## src/rtl/fix_session_cfg_bank.sv

```systemverilog
// ---------------------------------------------------------------------------
// fix_session_cfg_bank
//   Configuration bank holding validated connection parameters for N_SESS
//   FIX sessions. Software opens a staging set for one session, writes
//   fields by id, then requests a commit. The staging set is range-checked
//   for one cycle and, if every rule passes, copied atomically into that
//   session's bank entry. A rejected commit leaves the live entry untouched.
//   The connection logic reads any entry through a registered read port.
//
// Ports
//   clk, rst_n                 clock, asynchronous active-low reset
//   cfg_start_i / cfg_sess_i   open (or restart) staging for a session
//   cfg_clr_i                  invalidate session cfg_sess_i (IDLE only)
//   cfg_wr_i / cfg_field_i /
//   cfg_data_i                 field-addressed staging write
//   cfg_commit_i               request check + commit of the staging set
//   cfg_busy_o                 high while a configuration is in progress
//   cfg_done_o / cfg_err_o     one-cycle result pulses
//   cfg_err_code_o             code of the most recent rejection
//   sess_valid_o               per-session committed-valid flags
//   rd_sess_i                  read-port session select
//   connectType_o ..
//   targetCompId_o             registered bank contents for rd_sess_i
// ---------------------------------------------------------------------------
module fix_session_cfg_bank #(
    parameter int N_SESS      = 4,
    parameter int VALUE_WIDTH = 256,
    parameter int WIDTH_SIZE  = 5,
    parameter int DATA_W      = 32,
    localparam int SW         = $clog2(N_SESS)
) (
    input  logic                   clk,
    input  logic                   rst_n,
    input  logic                   cfg_start_i,
    input  logic [SW-1:0]          cfg_sess_i,
    input  logic                   cfg_clr_i,
    input  logic                   cfg_wr_i,
    input  logic [3:0]             cfg_field_i,
    input  logic [DATA_W-1:0]      cfg_data_i,
    input  logic                   cfg_commit_i,
    output logic                   cfg_busy_o,
    output logic                   cfg_done_o,
    output logic                   cfg_err_o,
    output logic [2:0]             cfg_err_code_o,
    output logic [N_SESS-1:0]      sess_valid_o,
    input  logic [SW-1:0]          rd_sess_i,
    output logic [1:0]             connectType_o,
    output logic [7:0]             reconnectInt_o,
    output logic [15:0]            starttime_o,
    output logic [15:0]            endtime_o,
    output logic [5:0]             beginstring_o,
    output logic [5:0]             defaultApplVerId_o,
    output logic [15:0]            hostAddr_o,
    output logic [7:0]             heartBeatInt_o,
    output logic [WIDTH_SIZE-1:0]  sizeSenderId_o,
    output logic [WIDTH_SIZE-1:0]  sizeTargetId_o,
    output logic [VALUE_WIDTH-1:0] senderCompId_o,
    output logic [VALUE_WIDTH-1:0] targetCompId_o
);

    typedef struct packed {
        logic [1:0]             connect_type;
        logic [7:0]             reconnect_int;
        logic [15:0]            start_time;
        logic [15:0]            end_time;
        logic [5:0]             begin_string;
        logic [5:0]             default_appl_ver_id;
        logic [15:0]            host_addr;
        logic [7:0]             heart_beat_int;
        logic [WIDTH_SIZE-1:0]  size_sender_id;
        logic [WIDTH_SIZE-1:0]  size_target_id;
        logic [VALUE_WIDTH-1:0] sender_comp_id;
        logic [VALUE_WIDTH-1:0] target_comp_id;
    } cfg_t;

    typedef enum logic [1:0] {
        S_IDLE,
        S_LOAD,
        S_CHECK,
        S_COMMIT
    } state_e;

    // Rejection codes, listed in rule-priority order.
    localparam logic [2:0] ERR_NONE      = 3'd0;
    localparam logic [2:0] ERR_BAD_FIELD = 3'd1;
    localparam logic [2:0] ERR_HB_ZERO   = 3'd2;
    localparam logic [2:0] ERR_TIME_EQ   = 3'd3;
    localparam logic [2:0] ERR_CONN_TYPE = 3'd4;
    localparam logic [2:0] ERR_SIZE_ZERO = 3'd5;

    state_e            state_q, state_d;
    logic [SW-1:0]     sess_q, sess_d;
    cfg_t              stg_q, stg_d;
    logic              bad_q, bad_d;
    logic [N_SESS-1:0] valid_q, valid_d;
    logic              bank_we;
    cfg_t              bank_q [N_SESS];
    cfg_t              rd_q;
    logic [2:0]        chk_code;

    // Result pulses are delayed one cycle past the bank write so that they
    // line up with the read port already presenting the freshly written entry.
    logic              done_pend_q, done_q;
    logic              err_pend_q, err_q;
    logic [2:0]        code_pend_q, err_code_q;

    // Commit rules, evaluated on the registered staging set in CHECK.
    always_comb begin
        if (bad_q)                                    chk_code = ERR_BAD_FIELD;
        else if (stg_q.heart_beat_int == '0)          chk_code = ERR_HB_ZERO;
        else if (stg_q.start_time == stg_q.end_time)  chk_code = ERR_TIME_EQ;
        else if (stg_q.connect_type == 2'b11)         chk_code = ERR_CONN_TYPE;
        else if (stg_q.size_sender_id == '0 ||
                 stg_q.size_target_id == '0)          chk_code = ERR_SIZE_ZERO;
        else                                          chk_code = ERR_NONE;
    end

    // NOTE: every signal assigned in this block gets a default first; a path
    // that leaves one unassigned would infer a latch.
    always_comb begin
        state_d = state_q;
        sess_d  = sess_q;
        stg_d   = stg_q;
        bad_d   = bad_q;
        valid_d = valid_q;
        bank_we = 1'b0;

        unique case (state_q)
            S_IDLE: begin
                // Clear is applied even when start arrives in the same cycle.
                if (cfg_clr_i) valid_d[cfg_sess_i] = 1'b0;
                if (cfg_start_i) begin
                    state_d = S_LOAD;
                    sess_d  = cfg_sess_i;
                    stg_d   = '0;
                    bad_d   = 1'b0;
                end
            end
            S_LOAD: begin
                // A restart wins over both a write and a commit.
                if (cfg_start_i) begin
                    sess_d = cfg_sess_i;
                    stg_d  = '0;
                    bad_d  = 1'b0;
                end else begin
                    if (cfg_wr_i) begin
                        unique case (cfg_field_i)
                            4'd0:  stg_d.connect_type        = cfg_data_i[1:0];
                            4'd1:  stg_d.reconnect_int       = cfg_data_i[7:0];
                            4'd2:  stg_d.start_time          = cfg_data_i[15:0];
                            4'd3:  stg_d.end_time            = cfg_data_i[15:0];
                            4'd4:  stg_d.begin_string        = cfg_data_i[5:0];
                            4'd5:  stg_d.default_appl_ver_id = cfg_data_i[5:0];
                            4'd6:  stg_d.host_addr           = cfg_data_i[15:0];
                            4'd7:  stg_d.heart_beat_int      = cfg_data_i[7:0];
                            4'd8:  stg_d.size_sender_id      = cfg_data_i[WIDTH_SIZE-1:0];
                            4'd9:  stg_d.size_target_id      = cfg_data_i[WIDTH_SIZE-1:0];
                            // Ids are shifted in most-significant beat first;
                            // surplus beats push the oldest data out the top.
                            4'd10: stg_d.sender_comp_id =
                                       (stg_q.sender_comp_id << DATA_W) | VALUE_WIDTH'(cfg_data_i);
                            4'd11: stg_d.target_comp_id =
                                       (stg_q.target_comp_id << DATA_W) | VALUE_WIDTH'(cfg_data_i);
                            default: bad_d = 1'b1;
                        endcase
                    end
                    // The commit sees a same-cycle write because CHECK reads stg_q.
                    if (cfg_commit_i) state_d = S_CHECK;
                end
            end
            S_CHECK: begin
                state_d = (chk_code != ERR_NONE) ? S_IDLE : S_COMMIT;
            end
            S_COMMIT: begin
                bank_we          = 1'b1;
                valid_d[sess_q]  = 1'b1;
                state_d          = S_IDLE;
            end
            default: state_d = S_IDLE;
        endcase
    end

    // NOTE: sequential state uses non-blocking assignments so every register
    // samples the pre-edge values regardless of statement order.
    always_ff @(posedge clk or negedge rst_n) begin
        if (!rst_n) begin
            state_q     <= S_IDLE;
            sess_q      <= '0;
            stg_q       <= '0;
            bad_q       <= 1'b0;
            valid_q     <= '0;
            done_pend_q <= 1'b0;
            done_q      <= 1'b0;
            err_pend_q  <= 1'b0;
            err_q       <= 1'b0;
            code_pend_q <= '0;
            err_code_q  <= '0;
        end else begin
            state_q     <= state_d;
            sess_q      <= sess_d;
            stg_q       <= stg_d;
            bad_q       <= bad_d;
            valid_q     <= valid_d;
            done_pend_q <= (state_q == S_COMMIT);
            done_q      <= done_pend_q;
            err_pend_q  <= (state_q == S_CHECK) && (chk_code != ERR_NONE);
            err_q       <= err_pend_q;
            if ((state_q == S_CHECK) && (chk_code != ERR_NONE)) code_pend_q <= chk_code;
            if (err_pend_q) err_code_q <= code_pend_q;
        end
    end

    // NOTE: the bank is a register array, so it can and does take the reset;
    // a session read before its first commit must return zeros.
    always_ff @(posedge clk or negedge rst_n) begin
        if (!rst_n) begin
            for (int i = 0; i < N_SESS; i++) bank_q[i] <= '0;
            rd_q <= '0;
        end else begin
            if (bank_we) bank_q[sess_q] <= stg_q;
            rd_q <= bank_q[rd_sess_i];
        end
    end

    assign cfg_busy_o         = (state_q != S_IDLE);
    assign cfg_done_o         = done_q;
    assign cfg_err_o          = err_q;
    assign cfg_err_code_o     = err_code_q;
    assign sess_valid_o       = valid_q;

    assign connectType_o      = rd_q.connect_type;
    assign reconnectInt_o     = rd_q.reconnect_int;
    assign starttime_o        = rd_q.start_time;
    assign endtime_o          = rd_q.end_time;
    assign beginstring_o      = rd_q.begin_string;
    assign defaultApplVerId_o = rd_q.default_appl_ver_id;
    assign hostAddr_o         = rd_q.host_addr;
    assign heartBeatInt_o     = rd_q.heart_beat_int;
    assign sizeSenderId_o     = rd_q.size_sender_id;
    assign sizeTargetId_o     = rd_q.size_target_id;
    assign senderCompId_o     = rd_q.sender_comp_id;
    assign targetCompId_o     = rd_q.target_comp_id;

endmodule

```

## config.mk

```make
export PLATFORM = sky130hd
export DESIGN_NAME = fix_session_cfg_bank
export DESIGN_NICKNAME = d
export VERILOG_FILES = /design/src/rtl/fix_session_cfg_bank.sv
export SDC_FILE = /design/constraint.sdc
export NUM_CORES = 2
export LEC_CHECK = 0
export CORE_MARGIN = 2
export CORE_UTILIZATION = 55
export DETAILED_ROUTE_END_ITERATION = 10
export HOLD_SLACK_MARGIN = 0.08
export PLACE_DENSITY = 0.74
export SLEW_MARGIN = 20
export SYNTH_ARGS = -nofsm -noshare
export SYNTH_HDL_FRONTEND = slang
export SYNTH_SLANG_ARGS = --single-unit
```

## constraint.sdc

```tcl
create_clock -name clk -period 5.4 [get_ports clk]
set_input_delay 0.81 -clock clk [delete_from_list [all_inputs] [get_ports clk]]
set_output_delay 0.81 -clock clk [all_outputs]
set_load 0.02 [all_outputs]
```

* Yosys cells after proc, flatten, opt, wreduce, memory -nomap -nowiden *
Index checks and enable logic that the tools add are counted.

operators by class
  $add $sub $neg = 0
  multiply operators = 0
  divide/modulo/power cells = 0
  order comparisons = 7
  equality and inequality tests = 34
  shift operators = 0
  multiplexer cells = 44
  bitwise gates (word level) = 7
  reduce and logical (&&, ||, !) cells = 32

operators with widths
  kind                                                                   number
  600-bit two-way mux                                                    6
  2400-bit bitwise mux                                                   1
  600-bit binary-select mux with 2-bit select                            1
  600-bit demux with 2-bit select                                        1
  600-bit case mux with 2 select lines                                   1
  256-bit two-way mux                                                    2
  256-bit by 32-bit OR with 256-bit output                               2
  4-bit AND reduction                                                    13
  16-bit two-way mux                                                     3
  3-bit by 2-bit != test with 1-bit output, second input constant        12
  16-bit equality test                                                   1
  4-bit by 3-bit equality test with 1-bit output, second input constant  4
  4-bit equality test, second input constant                             4
  8-bit two-way mux                                                      2
  3-bit two-way mux                                                      5
  6-bit two-way mux                                                      2
  12-bit OR reduction                                                    1
  5-bit logical NOT                                                      2
  2-bit two-way mux                                                      5
  5-bit two-way mux                                                      2
  4-bit by 2-bit equality test with 1-bit output, second input constant  2
  8-bit logical NOT                                                      1
  2-bit != test, second input constant                                   4
  2-bit case mux with 4 select lines                                     1
  26 further kinds                                                       46

word-level totals
  register bits = 3619
  latch bits = 0
  bits in writable memories = 0
  bits in read-only memories = 0
  input port bits = 46
  output and inout bits = 610
  word-level logic and storage cells = 206
  memories kept = 0

* Logic depth before layout (Yosys ltp) *
  word-level depth = 10
  gate-level depth with buffers = 10
  mapped depth without buffers = 5

* Least setup slack after synthesis *
OpenSTA, ideal clock, no wires.

  path type = input to register
  start = in rd_sess_i[0]
  end = reg rd_q, in the netlist beginstring_o[0]
  setup time = 138 ps
  arrival = 2045 ps
  data required time = 5262 ps
  setup slack = 3217 ps
  stages = 4
  path buffers = 3
  cells stage by stage = clkbuf_1 > clkbuf_1 > buf_2 > mux4_2

on the way
  word-level cells in the longest chain between the ends = 4

ends and longest elaborated chain
  what                                                    RTL line  text
  start, declared                                         46        input logic [SW-1:0] rd_sess_i,
  2-bit NOT with 3-bit output (not written as such)       221       rd_q <= bank_q[rd_sess_i];
  600-bit binary-select mux with 2-bit select             221
  600-bit two-way mux (not written as such) (2 in a row)  221
  end signal, assigned                                    221
  end, declared                                           98        cfg_t rd_q;

Every way passes these cells. The select of a mux whose other input is x is not followed.
A chain may end at the register's enable or synchronous reset.

* Worst setup path after layout *
  start = reg state_q[1]
  end = out cfg_busy_o

on the way
  word-level cells in the longest chain between the ends = 1

ends and longest elaborated chain
  what                    RTL line  text
  start, declared         91        state_e state_q, state_d;
  start signal, assigned  199       state_q <= state_d;
  2-bit nonzero test      225       assign cfg_busy_o = (state_q != S_IDLE);
  end, declared           41        output logic cfg_busy_o,

Every way passes these cells.

==> flow_metrics.env <==
export IMPL_cp_startpoint="state_q[1]"
export IMPL_core_area_um2=257000
export IMPL_ys_ff_latch=3619
export IMPL_ant_nets=0
export IMPL_yosys_most_used_dff="dfrtp_1"
export IMPL_synth_async_reset_ratio=1.00
export IMPL_antenna_found_initial=32
export IMPL_row_count=186
export IMPL_dp_hpwl_mm=233
export IMPL_grt_overflow=0
export IMPL_drv_slew=0
export IMPL_postCtsSetupBuffers=0
export IMPL_track_usage=0.288
export IMPL_status="complete, no violations"
export IMPL_cts_resized=0
export IMPL_synth_edf_count=0
export IMPL_start_util=0.554
export IMPL_drv_cap=0
export IMPL_finalSetupViolations=0
export IMPL_hold_path_class="flop to flop"
export IMPL_dr_pass1_iters=6
export IMPL_ctsHoldBuffers=1
export IMPL_wl_per_cell_um=25.8
export IMPL_cts_path_max_buffers=4
export IMPL_die_width_um=513
export IMPL_synth_fp_nets=10300
export IMPL_crit_required_ns=4.59
export IMPL_path_class="flop to primary output"
export IMPL_hp_start="done_pend_q"
export IMPL_viasPerCell=5.89
export IMPL_root_buffer="clkbuf_16"
export IMPL_netlist_area_leader_share=0.636
export IMPL_yosys_top_cells_area="dfrtp_1 (64%), mux2_2 (15%), mux4_2 (9.5%), nand2_1 (7.5%), o21ai_0 (1.8%)"
export IMPL_r2r_start="state_q[1]"
export IMPL_synth_warnings=0
export IMPL_cts_max_level=5
export IMPL_ys_types=42
export IMPL_layout_min_cycle_time_ns=3.13
export IMPL_worstSetupStartpointType="flop"
export IMPL_worst_pin_slew_ns=1.20
export IMPL_end_kind="primary output"
export IMPL_synth_area_um2=142000
export IMPL_clock_latency_ns=1.01
export IMPL_fillerInstances=18000
export IMPL_cts_made_buffers=378
export IMPL_yosysTopAreaCell="dfrtp_1"
export IMPL_cts_tree="built"
export IMPL_route_detailed_drc=0
export IMPL_nets=10800
export IMPL_grt_pass1_wl_mm=572
export IMPL_power_leakage_nw=80.1
export IMPL_die_height_um=513
export IMPL_hold_slack_ns=0.437
export IMPL_ios=656
export IMPL_drive_gt1_frac=0.290
export IMPL_io_buffer_count=655
export IMPL_ir_drop_v=0.000344
export IMPL_rsz0062_at_grt="no"
export IMPL_syn_avg_cell_area_um2=13.9
export IMPL_drt_total_wl_mm=373
export IMPL_dieArea_um2=263000
export IMPL_vias=85200
export IMPL_area_growth_pct=15.5
export IMPL_setup_tns_final_ns=0
export IMPL_power_density_nw_per_um2=374
export IMPL_grt_max_degree=186
export IMPL_synth_cells=10200
export IMPL_gp_congestion=0.816
export IMPL_relSlewSlack=0.201
export IMPL_finalClockSkew_ns=0.0922
export IMPL_fin_crit_sh=0.579
export IMPL_clock_sinks=3619
export IMPL_ys_seq_area_frac=0.636
export IMPL_r2r_setup_slack_ns=2.45
export IMPL_grt_pass1_vias=90100
export IMPL_drt_iter0_markers=7620
export IMPL_critPathArrivalTime_ns=2.32
export IMPL_path_clk_slew_ns=0.06
export IMPL_path_max_fanout=10
export IMPL_fmax_mhz=320
export IMPL_hold_violations=0
sequential cells by signal (all words and copies together) (netlist names), 3 cells and up:
name / flops
bank_q: 2400
beginstring_o: 6
cfg_err_code_o: 3
code_pend_q: 3
defaultApplVerId_o: 6
endtime_o: 16
heartBeatInt_o: 8
hostAddr_o: 16
reconnectInt_o: 8
senderCompId_o: 256
sess_valid_o: 4
sizeSenderId_o: 5
sizeTargetId_o: 5
starttime_o: 16
stg_q: 600
targetCompId_o: 256
cell type report:
cell class                 instances  area, um^2  area share
multi-input combinational       5957       48500       0.295
clock buffer                     539       10900      0.0662
tap                             3384        4230      0.0257
timing repair buffer             820        8780      0.0534
sequential                      3619       90600       0.550
antenna                           13        32.5    0.000198
inverter                           5        18.8    0.000114
clock inverter                   123        1470     0.00891
power breakdown:
group | switching [mW] | internal, mW
registers | 1.38 | 28.8
logic | 3.07 | 2.34
clock network | 10.6 | 15.3
total | 15.0 | 46.5
final timing paths:
check / end / cells past startpoint
max reg2reg: stg_q[379] / 5
min: cfg_done_o / 0
min in group asynchronous: senderCompId_o[248] / 2
max in group asynchronous: stg_q[372] / 3
max: cfg_busy_o / 3
min reg2reg: cfg_done_o / 0
through the flow:
| step | setup WS, ns | total power [mW] | std cells | utilization | area (um^2) |
|---|---|---|---|---|---|
| global placement | 1.73 | 35.8 | 13800 | 0.591 | 152000 |
| detailed placement | 1.68 | 36.1 | 13800 | 0.592 | 152000 |
| global route | 2.18 | 63.6 | 14500 | 0.640 | 165000 |
| CTS | 2.23 | 61.9 | 14400 | 0.640 | 164000 |
| finish | 2.27 | 61.5 | 14500 | 0.640 | 165000 |
| floorplan | 3.22 | 33.2 | 10200 | - | 142000 |
cell usage after synthesis (3+ instances only):
cell	count
dfrtp_1	3619
nand2_1	2845
mux2_2	1845
mux4_2	600
o21ai_0	503
buf_2	324
clkbuf_1	202
buf_6	67
o21ai_1	63
buf_1	40
xnor2_1	16
a21oi_1	13
nor2_1	13
buf_4	12
and2_1	8
nor2b_1	6
inv_1	5
nor2_2	5
nand4_1	4
or4_1	4
nand2b_1	3
nor3_1	3
worst max-delay path, stage by stage (launching register included):
cell and delay (ns):
dfrtp_1 0.55, nor2_1 0.14, inv_1 0.08, clkdlybuf4s50_1 0.59
per-layer routing:
| layer | vias to the layer above | GRT usage | wire [um] |
|---|---|---|---|
| met5 | - | 0 | 85 |
| met4 | 16 | 0.102 | 13300 |
| met3 | 593 | 0.0585 | 26500 |
| met2 | 2862 | 0.455 | 180000 |
| met1 | 45500 | 0.400 | 153000 |
| li1 | 36200 | - | - |
cells by family (layout without fill, tap and decap cells):
family                    Yosys count  after routing  synth area share
and+or+nand+nor                  2905           2905            0.0775
buffers and inverters             650           1487            0.0238
DFF                              3619           3619             0.636
muxes                            2445           2445             0.241
AOI/OAI and AO/OA                 591            591            0.0210
xor gates and xnor gates           16             16          0.000984
other                               0             13                 0
placed cells by master, fill, tap and decap left out, types with 2 or more instances in the layout:
cell type | synthesis | layout
a21oi_1 | 13 | 13
buf_8 | 0 | 2
nand2_1 | 2845 | 2845
o21ai_0 | 503 | 503
nor2_2 | 5 | 5
nand2_8 | 0 | 2
clkinv_4 | 0 | 3
inv_6 | 0 | 7
nand3b_1 | 2 | 2
o21ai_1 | 63 | 60
clkdlybuf4s50_1 | 0 | 652
xnor2_1 | 16 | 16
nor3_1 | 3 | 3
buf_12 | 0 | 76
clkinv_8 | 0 | 4
o31ai_1 | 2 | 2
nand2b_1 | 3 | 3
clkbuf_1 | 202 | 80
inv_16 | 0 | 2
nor2b_1 | 6 | 6
diode_2 | 0 | 13
mux2_2 | 1845 | 1845
bufinv_16 | 0 | 28
clkinv_2 | 0 | 66
or4_1 | 4 | 4
buf_4 | 12 | 87
dfrtp_1 | 3619 | 3619
mux4_2 | 600 | 600
nand4_1 | 4 | 4
o21ai_2 | 0 | 3
clkinvlp_4 | 0 | 12
clkbuf_16 | 0 | 379
inv_1 | 5 | 5
o22a_1 | 2 | 2
clkbuf_8 | 0 | 80
nor2_1 | 13 | 13
and2_1 | 8 | 8
(Power assumes the default switching activity.)
